--- config.mk ---
export PLATFORM = sky130hd
export DESIGN_NAME = maxpool_rx2
export DESIGN_NICKNAME = d
export VERILOG_FILES = /design/src/rtl/maxpool_rx2.sv
export SDC_FILE = /design/constraint.sdc
export NUM_CORES = 1
export LEC_CHECK = 0
export ABC_AREA = 1
export BUFFER_PORTS_ARGS = -buffer_cell sky130_fd_sc_hd__buf_2
export CORE_MARGIN = 2
export CORE_UTILIZATION = 54
export DETAILED_ROUTE_END_ITERATION = 6
export GPL_ROUTABILITY_DRIVEN = 1
export PLACE_DENSITY = 0.73
export SLEW_MARGIN = 20
export SYNTH_ARGS = -nofsm -noshare
export SYNTH_HDL_FRONTEND = slang
export SYNTH_SLANG_ARGS = --single-unit
export TNS_END_PERCENT = 5
--- constraint.sdc ---
create_clock -name clk -period 4.2 [get_ports clk]
set_input_delay 0.63 -clock clk [delete_from_list [all_inputs] [get_ports clk]]
set_output_delay 0.63 -clock clk [all_outputs]
set_load 0.02 [all_outputs]
--- src/rtl/maxpool_rx2.sv ---
// 2x2 stride-2 signed max pooling over a row-major conv stream, with a one-entry skid on the output.
// Optional macro POOL_RELU_EN clamps negative results to zero before the output path.
module maxpool_rx2 #(
  parameter int FMAP_W = 26,
  parameter int FMAP_H = 26
) (
  input  logic               clk,
  input  logic               n_reset,
  input  logic               start,
  input  logic signed [15:0] conv_data,
  input  logic               conv_flag,
  output logic               ready_pool,
  input  logic               out_ready,
  output logic signed [15:0] pool_data,
  output logic               pool_valid,
  output logic               pool_last
);

  localparam int HALF_W = FMAP_W / 2;
  localparam int PW     = (HALF_W > 1) ? $clog2(HALF_W) : 1;
  localparam int RW     = $clog2(FMAP_H);
  localparam logic [PW-1:0] PCOL_LAST = PW'(HALF_W - 1);
  localparam logic [RW-1:0] ROW_LAST  = RW'(FMAP_H - 1);

  // Column is tracked as {pcol, col_odd} so pcol indexes the line buffer directly
  logic               col_odd;
  logic [PW-1:0]      pcol;
  logic [RW-1:0]      row;
  logic signed [15:0] pair;
  logic signed [15:0] line_buf [2**PW];
  logic signed [15:0] skid_data;
  logic               skid_valid;
  logic               skid_last;

  logic               accept;
  logic signed [15:0] hmax;
  logic signed [15:0] vmax;
  logic signed [15:0] res_data;
  logic               res_valid;
  logic               res_last;
  logic               out_free;

  // Datapath: horizontal and vertical signed max, result strobe
  always_comb begin
    accept    = start && conv_flag;
    hmax      = (conv_data > pair) ? conv_data : pair;
    vmax      = (hmax > line_buf[pcol]) ? hmax : line_buf[pcol];
    res_valid = accept && col_odd && row[0];
    res_last  = (row == ROW_LAST) && (pcol == PCOL_LAST);
`ifdef POOL_RELU_EN
    res_data  = vmax[15] ? 16'sd0 : vmax;
`else
    res_data  = vmax;
`endif
    out_free  = !pool_valid || out_ready;
  end

  assign ready_pool = !(skid_valid || (pool_valid && !out_ready));

  // Line buffer holds even-row horizontal maxima; contents survive start=0
  always_ff @(posedge clk) begin
    if (accept && col_odd && !row[0]) begin
      line_buf[pcol] <= hmax;
    end
  end

  // Position counters and the even-column pair register
  always_ff @(posedge clk or negedge n_reset) begin
    if (!n_reset) begin
      col_odd <= 1'b0;
      pcol    <= '0;
      row     <= '0;
      pair    <= 16'sd0;
    end else if (!start) begin
      col_odd <= 1'b0;
      pcol    <= '0;
      row     <= '0;
      pair    <= 16'sd0;
    end else if (accept) begin
      if (!col_odd) begin
        pair    <= conv_data;
        col_odd <= 1'b1;
      end else begin
        col_odd <= 1'b0;
        if (pcol == PCOL_LAST) begin
          pcol <= '0;
          row  <= (row == ROW_LAST) ? '0 : row + RW'(1);
        end else begin
          pcol <= pcol + PW'(1);
        end
      end
    end
  end

  // Output register with skid; the skid entry always drains before a fresh result
  always_ff @(posedge clk or negedge n_reset) begin
    if (!n_reset) begin
      pool_data  <= 16'sd0;
      pool_valid <= 1'b0;
      pool_last  <= 1'b0;
      skid_data  <= 16'sd0;
      skid_valid <= 1'b0;
      skid_last  <= 1'b0;
    end else if (!start) begin
      pool_data  <= 16'sd0;
      pool_valid <= 1'b0;
      pool_last  <= 1'b0;
      skid_data  <= 16'sd0;
      skid_valid <= 1'b0;
      skid_last  <= 1'b0;
    end else if (out_free) begin
      if (skid_valid) begin
        pool_data  <= skid_data;
        pool_valid <= 1'b1;
        pool_last  <= skid_last;
        if (res_valid) begin
          skid_data <= res_data;
          skid_last <= res_last;
        end else begin
          skid_valid <= 1'b0;
          skid_last  <= 1'b0;
        end
      end else if (res_valid) begin
        pool_data  <= res_data;
        pool_valid <= 1'b1;
        pool_last  <= res_last;
      end else begin
        pool_valid <= 1'b0;
        pool_last  <= 1'b0;
      end
    end else if (res_valid) begin
      skid_data  <= res_data;
      skid_valid <= 1'b1;
      skid_last  <= res_last;
    end else begin
      skid_valid <= skid_valid;
    end
  end

endmodule

==> impl_metrics.yaml <==
run_status:
  outcome: "completed"
sta:
  min_period_ns: 3.91
  setup_viol: 0
  max_slew_margin: 0.508
  max_freq_ghz: 0.256
  worst_pin_slew_ns: 0.737
  finalMaxSlewViolations: 0
  finClkSkew_ns: 0.0121
  finalHoldViolCount: 0
  period_share: 0.930
  finalSetupTns_ns: 0
finish:
  multi_input_area_mm2: 0.00427
  seq_area_mm2: 0.00924
  fillers: 1959
  diodes: 0
  nets: 1423
  fin_cells: 1721
  area_delta_synth_final_pct: 14.4
  drive_above_1_share: 0.151
yosys:
  synth_area_leaders: "edfxtp_1 (54%), dfrtp_1 (11%), nand2_1 (6.0%)"
  ys.flop_type: "edfxtp_1"
  synth_fp_nets: 1346
  synth_edf_count: 256
  yosysTopAreaCellShare: 0.544
  synthArstFlopShare: 0.195
  yosysSeqAreaShare: 0.654
  synth.distinct_cells: 47
  synth_area_mm2: 0.0141
  syn_avg_cell_area_um2: 11.0
  syn_inst: 1288
  ys_ff_latch: 318
  yosysTopAreaCell: "edfxtp_1"
  yosysWarnings: 0
clocking:
  worst_skew_pair.late_latency_ns: 0.51
  cts.sinks: 318
  cts_root_buf: "clkbuf_16"
  clk_pin_slew_ns: 0.06
  htreeDepth: 2
  clockBufferDepth: 3
  cts_buffers: 34
  tritoncts: "yes"
detailed_routing:
  antenna_left: 0
  wirelength_um: 35200
  post_drt_wl_per_cell_um: 20.5
  first_iter_violations: 1177
  drcViolationCount: 0
  drtPass1Iterations: 6
  viasPerCell: 5.88
  routed-via-count: 10100
place:
  hpwl_um: 22300
  numPortBuffers: 39
  place_congestion: 0.872
  dp_cells: 1664
global_route:
  grt_pass1_wl_um: 55400
  grt_usage: 0.258
  antenna_found_initial: 0
  grt_max_degree: 94
  grt_pass1_vias: 9991
  gr-total-overflow: 0
critical_path:
  worstPathMaxFanout: 12
  crit_path_frequent_cell: "nand2_1"
  cp-start-kind: "register"
  crit_required_ns: 4.60
  worst_path_largest_cell_delay_ns: 0.41
  rr_worst_depth: 28
  cp.arrival_ns: 4.30
  crit_family: "simple AND/OR/NAND/NOR gates"
  r2r-start: "pair[1]"
  path_class: "register to register"
  cp_num_buf_inv: 5
  crit_slowest_cell: "dfrtp_1"
  r2r-end: "pool_data[4]"
  reg2reg_slack_ns: 0.29
  end_kind: "register"
worst_hold_path:
  min_path_type: "input port to async pin"
die:
  dieArea_mm2: 0.0275
  io_pins: 40
  fp.dieH_um: 166
  core_mm2: 0.0259
  rows: 59
  start_util: 0.545
  die_x_um: 166
power_and_ir_drop:
  power_per_cell_area_mw_per_mm2: 477
  p_leak_nw: 6.39
  ir_drop_mv: 0.281
job:
  maxCapViolations: 0
worst reg2reg max path, delay by kind of cell (launching register included):
family | cells | cell delay [ns]
compound gates | 1 | 0.13
fa+ha+maj | 2 | 0.59
buf+inv | 5 | 0.73
flops | 1 | 0.41
simple gates | 20 | 1.95
registers in the layout, summed over array words and instances (netlist names), 4 cells and up:
name       count
pool_data     16
row            5
line_buf     256
skid_data     16
pcol           4
pair          16
worst max path at each step:
| stage | from | endpoint | slack (ns) | cells after the start |
|---|---|---|---|---|
| finish | pair[1] | pool_data[4] | 0.29 | 28 |
| global route | pair[1] | pool_data[3] | -0.07 | 28 |
| detailed placement | conv_data[3] | pool_data[4] | -0.05 | 27 |
| CTS | pair[1] | pool_data[4] | 0.22 | 27 |
| floorplan | conv_data[15] | skid_data[5] | 0.004 | 20 |
| global placement | conv_data[5] | pool_data[1] | 0.04 | 25 |
layout make-up:
cell class,instances,area share
repair buffers,106,0.0510
well taps,335,0.0259
multi-input cells,810,0.264
flip-flops and latches,318,0.572
inverters,95,0.0221
clock buffers,42,0.0558
clock inverters,15,0.00860
cell usage in the layout (no fill, tap or decap), types with 3 or more instances in the layout:
cell and instances:
clkinv_2 4, buf_12 10, nand3_4 3, clkbuf_1 7
edfxtp_1 256, a21oi_1 38, dfrtp_1 60, nand3_2 4
inv_1 92, nand3_1 28, o21ai_1 20, buf_4 57
nand2_1 225, clkinv_1 6, nor3_1 3, nor2_1 145
nor2_2 19, nand2_4 12, o21ai_2 3, ha_1 37
buf_2 39, o21ai_0 141, o22ai_1 72, clkbuf_16 35
nand2_2 6, nand4_1 33
per-layer routing:
layer / vias to the layer above / global-route usage / share of wire / wire length [µm]
li1: 4684 / - / - / -
met1: 4890 / 0.350 / 0.41 / 14400
met2: 454 / 0.422 / 0.48 / 16800
met3: 85 / 0.0450 / 0.081 / 2870
met4: 0 / 0.0994 / 0.035 / 1220
met5: - / 0 / 0 / 0
stage by stage:
step | utilization | hold WS (ns) | setup WS, ns | instance area [µm²] | power, mW
after floorplan | - | 0.334 | 0.00438 | 14100 | 4.47
after global placement | 0.583 | 0.458 | 0.0413 | 15100 | 4.88
after detailed placement | 0.583 | 0.460 | -0.0487 | 15100 | 4.91
after CTS | 0.623 | 0.124 | 0.223 | 16100 | 7.71
after global routing | 0.624 | 0.156 | -0.0730 | 16200 | 8.01
final | 0.624 | 0.114 | 0.294 | 16200 | 7.70
cells by family (layout without fill, tap and decap cells):
group	after synthesis	after routing	synth area share
XOR/XNOR	1	1	0.000620
AO/OA/AOI/OAI	288	288	0.112
adder cells (fa/ha/maj)	37	37	0.0328
buffers and inverters	160	258	0.0478
AND/OR/NAND/NOR	484	484	0.153
flip-flops	318	318	0.654
cell usage after synthesis, types with 2 or more instances:
cell      number
nand2_2        6
inv_2          2
o22ai_1       72
o21ai_2        3
buf_1          2
o21ai_1        7
buf_2          8
a22oi_1        2
a21oi_1       38
dfrtp_1       62
nand3_1       28
nand3_4        3
nor2_2         3
nor4_1         2
nand2_1      225
nand3_2        4
nand2_4       12
clkbuf_1      47
nor2_1       161
ha_1          37
a31oi_1        2
nand4_1       33
clkbuf_8       2
o21ai_0      154
a32o_1         2
inv_1         93
edfxtp_1     256
nor3_1         3
report_power, final:
group          internal [mW]  switching, mW
logic                  0.400          0.832
clock network           1.65           1.18
registers               3.60         0.0442
timing repair:
action | CTS | global route
endpoints found under the setup margin | 0 | 32
hold endpoints to repair | 0 | 0
gates resized for setup | 0 | 5
buffers inserted | 0 | 0
hold buffers | 0 | 0
Note: power is estimated with default switching activity, not from simulation.
